$ cat src/rtl/gat_load_pkg.sv
// Shared types and helpers for the GAT load/run sequencer.
// Target encoding matches the s_sel stream tag.
package gat_load_pkg;

  localparam int NUM_TGT = 4;

  typedef enum logic [1:0] {TGT_HDATA, TGT_NINFO, TGT_WGT, TGT_SUBG} tgt_e;

  typedef enum {S_IDLE, S_LOAD, S_WAIT_LO, S_WAIT_HI} load_st_e;

  function automatic logic [NUM_TGT-1:0] tgt_onehot(input logic [1:0] t);
    tgt_onehot    = '0;
    tgt_onehot[t] = 1'b1;
  endfunction

endpackage

$ cat src/rtl/gat_load_tgt_cnt.sv
// Per-target word counter: holds the programmed length, counts accepted writes,
// flags the final write (done) and words arriving for an already-full target (ovf).
module gat_load_tgt_cnt #(
  parameter int ADDR_W = 19,
  parameter int CNT_W  = 20
) (
  input  logic              clk,
  input  logic              rst,
  input  logic              start,
  input  logic              abort,
  input  logic [CNT_W-1:0]  len_in,
  input  logic              hs,
  output logic              wr,
  output logic              ovf,
  output logic [ADDR_W-1:0] idx,
  output logic              done
);

  logic [CNT_W-1:0] len_q;
  logic [CNT_W-1:0] cnt;
  logic             full;

  assign full = (cnt == len_q);
  assign wr   = hs && !full;
  assign ovf  = hs && full;
  assign idx  = cnt[ADDR_W-1:0];

  // done is registered alongside the write strobe so it rises with the final write
  always_ff @(posedge clk) begin
    if (rst) begin
      len_q <= '0;
      cnt   <= '0;
      done  <= 1'b0;
    end else if (abort) begin
      cnt   <= '0;
      done  <= 1'b0;
    end else if (start) begin
      len_q <= len_in;
      cnt   <= '0;
      done  <= (len_in == '0);
    end else if (wr) begin
      cnt <= cnt + CNT_W'(1);
      if (cnt == len_q - CNT_W'(1)) done <= 1'b1;
    end
  end

endmodule

$ cat src/rtl/gat_load_sched.sv
// Load/run sequencer in front of gat_top: steers a tagged word stream into four BRAM ports,
// then waits for a fresh gat_ready rising edge. Optional GAT_LOAD_PERF_CNT_EN adds cycle counters.
module gat_load_sched
  import gat_load_pkg::*;
#(
  parameter int TOP_WIDTH = 32,
  parameter int ADDR_W    = 19,
  parameter int CNT_W     = 20
) (
  input  logic                 clk,
  input  logic                 rst,
  input  logic                 cfg_start,
  input  logic                 cfg_abort,
  input  logic [CNT_W-1:0]     cfg_len_0,
  input  logic [CNT_W-1:0]     cfg_len_1,
  input  logic [CNT_W-1:0]     cfg_len_2,
  input  logic [CNT_W-1:0]     cfg_len_3,
  input  logic                 s_valid,
  output logic                 s_ready,
  input  logic [1:0]           s_sel,
  input  logic [TOP_WIDTH-1:0] s_data,
  output logic [TOP_WIDTH-1:0] bram_din,
  output logic [3:0]           bram_ena,
  output logic [3:0]           bram_wea,
  output logic [ADDR_W+1:0]    bram_addra,
  output logic [3:0]           load_done,
  input  logic                 gat_ready,
  output logic                 run_busy,
  output logic                 run_done,
  output logic                 err_ovf
`ifdef GAT_LOAD_PERF_CNT_EN
  ,
  output logic [31:0]          perf_load_cyc,
  output logic [31:0]          perf_run_cyc
`endif
);

  load_st_e state, state_nxt;

  logic                 start_acc;
  logic                 hs;
  logic [CNT_W-1:0]     len_in  [NUM_TGT];
  logic [NUM_TGT-1:0]   tgt_hs;
  logic [NUM_TGT-1:0]   tgt_wr;
  logic [NUM_TGT-1:0]   tgt_ovf;
  logic [NUM_TGT-1:0]   tgt_done;
  logic [ADDR_W-1:0]    tgt_idx [NUM_TGT];

  assign len_in[0] = cfg_len_0;
  assign len_in[1] = cfg_len_1;
  assign len_in[2] = cfg_len_2;
  assign len_in[3] = cfg_len_3;

  // abort outranks start and blocks any write in the same cycle
  assign start_acc = cfg_start && !cfg_abort && (state == S_IDLE);
  assign hs        = s_valid && s_ready && !cfg_abort;
  assign tgt_hs    = hs ? tgt_onehot(s_sel) : '0;

  for (genvar t = 0; t < NUM_TGT; t++) begin : g_tgt
    gat_load_tgt_cnt #(
      .ADDR_W (ADDR_W),
      .CNT_W  (CNT_W)
    ) u_cnt (
      .clk    (clk),
      .rst    (rst),
      .start  (start_acc),
      .abort  (cfg_abort),
      .len_in (len_in[t]),
      .hs     (tgt_hs[t]),
      .wr     (tgt_wr[t]),
      .ovf    (tgt_ovf[t]),
      .idx    (tgt_idx[t]),
      .done   (tgt_done[t])
    );
  end

  assign load_done = tgt_done;

  always_ff @(posedge clk) begin
    if (rst) state <= S_IDLE;
    else     state <= state_nxt;
  end

  // WAIT_LO demands gat_ready low first so a stale high level is never read as completion
  always_comb begin
    state_nxt = state;
    if (cfg_abort) begin
      state_nxt = S_IDLE;
    end else begin
      case (state)
        S_IDLE:    if (cfg_start)  state_nxt = S_LOAD;
        S_LOAD:    if (&tgt_done)  state_nxt = S_WAIT_LO;
        S_WAIT_LO: if (!gat_ready) state_nxt = S_WAIT_HI;
        S_WAIT_HI: if (gat_ready)  state_nxt = S_IDLE;
        default:                   state_nxt = S_IDLE;
      endcase
    end
  end

  always_comb begin
    s_ready  = (state == S_LOAD);
    run_busy = (state != S_IDLE);
  end

  always_ff @(posedge clk) begin
    if (rst) begin
      bram_ena   <= '0;
      bram_din   <= '0;
      bram_addra <= '0;
      err_ovf    <= 1'b0;
      run_done   <= 1'b0;
    end else begin
      bram_ena <= tgt_wr;
      run_done <= !cfg_abort && (state == S_WAIT_HI) && gat_ready;
      if (|tgt_wr) begin
        bram_din   <= s_data;
        bram_addra <= {tgt_idx[s_sel], 2'b00};
      end
      if (cfg_abort || start_acc) err_ovf <= 1'b0;
      else if (|tgt_ovf)          err_ovf <= 1'b1;
    end
  end

  assign bram_wea = bram_ena;

`ifdef GAT_LOAD_PERF_CNT_EN
  always_ff @(posedge clk) begin
    if (rst || start_acc) begin
      perf_load_cyc <= '0;
      perf_run_cyc  <= '0;
    end else begin
      if ((state == S_LOAD) && (perf_load_cyc != '1))
        perf_load_cyc <= perf_load_cyc + 32'd1;
      if (((state == S_WAIT_LO) || (state == S_WAIT_HI)) && (perf_run_cyc != '1))
        perf_run_cyc <= perf_run_cyc + 32'd1;
    end
  end
`endif

endmodule

$ cat config.mk
export PLATFORM = sky130hd
export DESIGN_NAME = gat_load_sched
export DESIGN_NICKNAME = d
export VERILOG_FILES = /design/src/rtl/gat_load_pkg.sv /design/src/rtl/gat_load_tgt_cnt.sv /design/src/rtl/gat_load_sched.sv
export SDC_FILE = /design/constraint.sdc
export NUM_CORES = 1
export LEC_CHECK = 0
export BUFFER_PORTS_ARGS = -buffer_cell sky130_fd_sc_hd__clkbuf_2
export CORE_MARGIN = 4
export CORE_UTILIZATION = 41
export DETAILED_ROUTE_END_ITERATION = 6
export PLACE_DENSITY_LB_ADDON = 0.05
export SLEW_MARGIN = 20
export SYNTH_ARGS = -nofsm -noshare
export SYNTH_HDL_FRONTEND = slang
export SYNTH_SLANG_ARGS = --single-unit
$ cat constraint.sdc
create_clock -name clk -period 3.3 [get_ports clk]
set_input_delay 0.165 -clock clk [delete_from_list [all_inputs] [get_ports clk]]
set_output_delay 0.165 -clock clk [all_outputs]
set_load 0.01 [all_outputs]
==> impl_metrics.py, run 1 <==
metrics = {
    "status": {
        "status": "finished clean",
    },
    "timing": {
        "timing.hold.ws_ns": 0.0258,
        "min_period_ns": 3.13,
        "grt_setup_unrepaired": "false",
        "setup_violations": 0,
        "period_share_pct": 94.7,
        "relSlewSlack_pct": 39.0,
        "finalMaxSlewViolations": 0,
        "tightest_slew_ns": 0.915,
        "tns_ns": 0,
        "timing.fmax_mhz": 320,
        "hold_viol": 0,
        "fin_skew_ns": 0.00928,
    },
    "logic_synthesis": {
        "yosysSeqAreaShare_pct": 36.0,
        "netlist_area_um2": 12400,
        "ys_warn_count": 0,
        "synthFlopType": "dfxtp_1",
        "syn_inst": 1562,
        "synth_cell_types": 66,
        "synth-seq-cells": 223,
        "synth_edf_count": 0,
        "async_reset_ff_share_pct": 0,
        "post_synth.cell_area_avg_um2": 7.93,
    },
    "critical_path": {
        "cp-start-kind": "register",
        "path_cells": "xor2_1 -> or4_1 -> or4b_1 -> o21ai_2 -> or4b_2 -> buf_12 -> nand2_1 -> a21oi_1",
        "path_max_fanout": 44,
        "worst-path-buf-inv": 1,
        "cp.required_ns": 3.67,
        "crit_slowest_cell": "or4b_2",
        "end_kind": "register",
        "cp.arrival_ns": 3.50,
        "path_class": "reg2reg",
        "cpPeakStageDelay_ns": 0.68,
        "cp_top_family": "simple AND/OR/NAND/NOR gates",
    },
    "routing": {
        "initialDrtViolationCount": 753,
        "routed_wl_um": 39200,
        "wl_per_cell_um": 17.4,
        "ant_nets": 0,
        "drc": 0,
        "dr.pass1.iters": 5,
        "vias": 12000,
        "vias_per_cell": 5.33,
    },
    "global_routing": {
        "grt_pass1_vias": 11300,
        "antenna_found_initial": 1,
        "grt_max_degree": 78,
        "grt_usage_pct": 22.8,
        "grt_overflow": 0,
        "grt_pass1_wl_um": 61900,
    },
    "finish": {
        "syn_to_final_growth_pct": 27.5,
        "final_cell_mix": "nand2_1 (298), dfxtp_1 (222), clkbuf_2 (185), a21oi_1 (175), dlygate4sd3_1 (114)",
        "utilization_pct": 53.1,
        "drive_gt1_share_pct": 18.5,
        "final_common_cell": "nand2_1",
        "layoutNonFillerInstCount": 2247,
        "nets": 1971,
    },
    "hold_path": {
        "min_path_type": "in2reg",
    },
    "clocking": {
        "h-tree-depth": 1,
        "clock_sinks": 223,
        "cts_tree": "yes",
        "root_buffer": "clkbuf_16",
        "clkTransAtPathRegs_ns": 0.06,
        "cts_buffers": 27,
        "post_cts_buffers": 0,
        "clock_path_buffers": 3,
        "clk_latency_ns": 0.53,
    },
    "power_and_ir_drop": {
        "ir_worst_vdd_mv": 0.347,
        "cellLeakagePower_nw": 6.01,
        "power_density_nw_per_um2": 433,
    },
    "placed_design": {
        "portBuffers": 186,
        "gp_congestion": 0.898,
        "dp_hpwl_um": 28800,
        "dp.cells": 2085,
    },
    "floorplanning": {
        "chipHeight_um": 182,
        "die_area_um2": 33100,
        "core_area_um2": 29700,
        "die_w_um": 182,
        "rows": 63,
        "io_pins": 189,
        "initial_utilization_pct": 41.7,
    },
    "run": {
        "max_cap_viol_count": 0,
    },
}
-- cells in the mapped netlist (3+ instances only) --
cell type	n	area share, %
nand2_1	299	9.1
dfxtp_1	223	36
a21oi_1	175	7.1
nor2_1	106	3.2
xnor2_1	98	6.9
clkbuf_1	85	2.6
xor2_1	76	5.4
nor4_1	51	2.6
o21ai_0	43	1.7
nand4_1	38	1.9
or3_1	38	1.9
inv_1	33	1.0
nor3_1	33	1.3
nand3_1	25	1.0
mux4_2	20	3.6
nand2_2	20	1.0
mux2i_1	17	1.4
ha_1	13	1.3
buf_4	11	0.67
and3_1	10	0.51
or4_1	10	0.61
and2_1	9	0.45
o21a_1	9	0.55
buf_6	8	0.73
nor2b_1	8	0.40
a31oi_1	7	0.35
nor3b_1	7	0.42
and4_1	6	0.42
buf_2	6	0.24
nand3b_1	6	0.36
or2_2	6	0.30
nand2b_1	5	0.25
nand4b_1	5	0.35
o2111ai_1	5	0.35
o41ai_1	5	0.35
o211a_1	4	0.32
a2111o_1	3	0.27
a211oi_1	3	0.18
nor4b_1	3	0.21
-- report_power, final --
group,switching [mW],internal (mW),leakage [nW]
registers,0.0792,2.75,1.81
logic,0.557,0.495,3.78
clock network,1.14,1.81,0.429
-- repair_timing --
action | CTS | global route
hold buffers | 114 | 0
endpoints found under the setup margin | 0 | 14
gates resized for setup | 0 | 1
endpoints found under the hold margin | 115 | 0
-- cell type report --
cell class              instances  area (um2)
fillers                      2908       13900
clock inverters                 5        77.6
multi-input cells            1195        7280
well taps                     390         488
inverters                      33         124
diodes                          1        2.50
repair buffers                358        2550
flip-flops and latches        223        4470
clock buffers                  42         802
-- worst min-delay path, cell delays in order --
cell and delay, ns:
buf_4 0.09, nor2_1 0.07, and3_1 0.18
-- logic make-up (layout without fill, tap and decap cells) --
logic type / after synthesis / count (layout) / share of synthesized area [%]
AND/OR/NAND/NOR: 697 / 697 / 27.4
AO/OA/AOI/OAI: 270 / 270 / 12.4
flip-flops: 223 / 223 / 36.0
XOR/XNOR: 174 / 174 / 12.3
buffers and inverters: 145 / 438 / 5.28
multiplexers: 39 / 39 / 5.19
adder cells (fa/ha/maj): 13 / 13 / 1.31
other: 1 / 3 / 0.0303
-- layer usage --
| metal | part of all wire (%) | GRT usage (%) | up-vias |
|---|---|---|---|
| met5 | 0 | 0 | - |
| met4 | 3.2 | 6.60 | 0 |
| met3 | 4.7 | 2.70 | 66 |
| met2 | 47 | 37.8 | 321 |
| met1 | 45 | 31.4 | 5620 |
| li1 | - | - | 5969 |
-- per-stage QoR --
step           power, mW  area (um2)  setup WS [ns]
2_1_floorplan       3.53       12400          0.401
3_3_place_gp        3.82       13800          0.216
3_5_place_dp        3.83       13800          0.155
4_1_cts             6.89       15800          0.116
5_1_grt             7.13       15800         0.0682
6_report            6.83       15800          0.173
-- path summary, 6_finish.rpt --
path / start / slack [ns] / end / depth (start not counted)
hold reg to reg: bram_addra[3] / 0.45 / bram_addra[3] / 2
setup / recovery: g_tgt[0].u_cnt.cnt[6] / 0.17 / bram_din[7] / 8
hold / removal: rst / 0.03 / run_done / 3
setup reg to reg: g_tgt[0].u_cnt.cnt[6] / 0.17 / bram_din[7] / 8
-- flip-flops by register name, summed over array words and instances (netlist names) --
signal	flops
state	2
g_tgt.u_cnt.cnt	80
bram_addra	19
g_tgt.u_cnt.len_q	80
run_done	1
bram_ena	4
g_tgt.u_cnt.done	4
err_ovf	1
bram_din	32
Power figures use the tool's default switching activity.
==> inputs of run 2 (changes only) <==
--- a/config.mk
+++ b/config.mk
@@ -8,6 +8,7 @@
 export BUFFER_PORTS_ARGS = -buffer_cell sky130_fd_sc_hd__clkbuf_2
 export CORE_MARGIN = 4
 export CORE_UTILIZATION = 41
+export CTS_BUF_LIST = sky130_fd_sc_hd__clkbuf_8
 export DETAILED_ROUTE_END_ITERATION = 6
 export PLACE_DENSITY_LB_ADDON = 0.05
 export SLEW_MARGIN = 20
==> impl_metrics.py, run 2 (same netlist as run 1, synthesis figures left out) <==
metrics = {
    "routing": {
        "ant_nets": 0,
        "wl_per_cell_um": 17.3,
        "initialDrtViolationCount": 732,
        "drc": 0,
        "vias_per_cell": 5.29,
        "dr.pass1.iters": 5,
        "routed_wl_um": 39300,
        "vias": 12000,
    },
    "hold_path": {
        "hold_start": "s_valid",
        "hold_end": "err_ovf",
        "min_path_cells": 5,
        "min_path_type": "in2reg",
    },
    "global_routing": {
        "grt_pass1_vias": 11500,
        "antenna_found_initial": 1,
        "grt_overflow": 0,
        "grt_max_degree": 78,
        "grt_pass1_wl_um": 62300,
        "grt_usage_pct": 23.1,
    },
    "clocking": {
        "cts_buffers": 41,
        "clock_sinks": 223,
        "clkTransAtPathRegs_ns": 0.06,
        "post_cts_buffers": 0,
        "clk_latency_ns": 0.56,
        "cts_tree": "yes",
        "h-tree-depth": 2,
        "root_buffer": "clkbuf_8",
        "clock_path_buffers": 3,
    },
    "timing": {
        "setup_violations": 0,
        "fin_skew_ns": 0.0228,
        "timing.hold.ws_ns": 0.115,
        "finalMaxSlewViolations": 0,
        "grt_setup_unrepaired": "false",
        "tns_ns": 0,
        "period_share_pct": 95.7,
        "relSlewSlack_pct": 38.5,
        "tightest_slew_ns": 0.922,
        "timing.final.ws_setup_ns": 0.140,
        "min_period_ns": 3.16,
        "hold_viol": 0,
        "timing.fmax_mhz": 316,
    },
    "floorplanning": {
        "rows": 63,
        "die_w_um": 182,
        "chipHeight_um": 182,
        "core_area_um2": 29700,
        "initial_utilization_pct": 41.7,
        "die_area_um2": 33100,
        "io_pins": 189,
    },
    "run": {
        "max_cap_viol_count": 0,
    },
    "status": {
        "status": "finished clean",
    },
    "critical_path": {
        "crit_slowest_cell": "or4b_2",
        "cp.required_ns": 3.69,
        "end_kind": "register",
        "path_max_fanout": 44,
        "r2r_cells": 8,
        "path_cells": "xor2_1 -> or4_1 -> or4b_1 -> o21ai_2 -> or4b_2 -> buf_12 -> nand2_1 -> a21oi_1",
        "cp.arrival_ns": 3.55,
        "reg2reg_to": "bram_din[7]",
        "cpPeakStageDelay_ns": 0.67,
        "reg2reg_slack_ns": 0.14,
        "cp_top_family": "simple AND/OR/NAND/NOR gates",
        "worst-path-buf-inv": 1,
        "r2r_start": "g_tgt[0].u_cnt.cnt[6]",
        "cp-start-kind": "register",
        "path_class": "reg2reg",
    },
    "power_and_ir_drop": {
        "cellLeakagePower_nw": 6.06,
        "power_density_nw_per_um2": 412,
        "finalPower_mw": 6.48,
        "ir_worst_vdd_mv": 0.296,
    },
    "finish": {
        "layoutNonFillerInstCount": 2274,
        "nets": 1986,
        "final_cell_mix": "nand2_1 (298), dfxtp_1 (223), clkbuf_2 (185), a21oi_1 (175), dlygate4sd3_1 (115)",
        "syn_to_final_growth_pct": 26.9,
        "largestRegisters": "g_tgt.u_cnt.cnt (80), g_tgt.u_cnt.len_q (80), bram_din (32)",
        "final_common_cell": "nand2_1",
        "drive_gt1_share_pct": 19.2,
    },
    "placed_design": {
        "pre_cts_ws_ns": 0.155,
        "dp.cells": 2085,
        "portBuffers": 186,
        "gp_congestion": 0.898,
        "dp_hpwl_um": 28800,
    },
}
==> run 2: where the power goes <==
part           switching [mW]  total [mW]  internal (mW)  leakage, nW
clock network            1.19        2.60           1.41        0.473
logic                   0.555        1.05          0.494         3.79
registers              0.0791        2.83           2.75         1.81
total                    1.82        6.48           4.66         6.06
==> run 2: how the worst max path moves through the flow <==
| stage | start | endpoint | slack [ns] | cells after the start |
|---|---|---|---|---|
| floorplan | g_tgt[2].u_cnt.cnt[16] | bram_din[29] | 0.40 | 11 |
| global placement | g_tgt[0].u_cnt.cnt[6] | bram_din[7] | 0.22 | 8 |
| detailed placement | g_tgt[0].u_cnt.cnt[6] | bram_din[7] | 0.16 | 8 |
| CTS | g_tgt[0].u_cnt.cnt[6] | bram_din[22] | 0.13 | 8 |
| global route | g_tgt[0].u_cnt.cnt[6] | bram_din[0] | 0.005 | 8 |
| finish | g_tgt[0].u_cnt.cnt[6] | bram_din[7] | 0.14 | 8 |
==> run 2: area by class of cell <==
cell class | count | area (um2)
diodes | 1 | 2.50
clock buffers | 52 | 716
clock inverters | 21 | 88.8
fillers | 2952 | 14000
inverters | 33 | 124
multi-input cells | 1195 | 7280
flip-flops and latches | 223 | 4460
well taps | 390 | 488
repair buffers | 359 | 2560
==> run 2: repair_timing <==
action / 4_1_cts / 5_1_grt
hold buffers: 115 / 0
setup endpoints to repair: 0 / 0
endpoints found under the hold margin: 115 / 0
resized for setup: 0 / 0
==> run 2: per-layer routing <==
layer | wire (um) | up-vias | track usage, %
met3 | 2320 | 75 | 3.89
li1 | - | 6009 | -
met5 | 0 | - | 0
met2 | 18100 | 336 | 37.6
met1 | 17600 | 5605 | 31.1
met4 | 1250 | 0 | 7.81
==> run 2: stage by stage <==
| stage | area [um2] | utilization, % |
|---|---|---|
| floorplan | 12400 | - |
| global placement | 13800 | 46.3 |
| detailed placement | 13800 | 46.3 |
| CTS | 15700 | 52.9 |
| global route | 15700 | 52.9 |
| finish | 15700 | 52.9 |
==> run 2: worst min-delay path, delay by kind of cell <==
family          cells  cell delay, ns
compound gates      1            0.14
buf+inv             1            0.08
simple gates        3            0.21
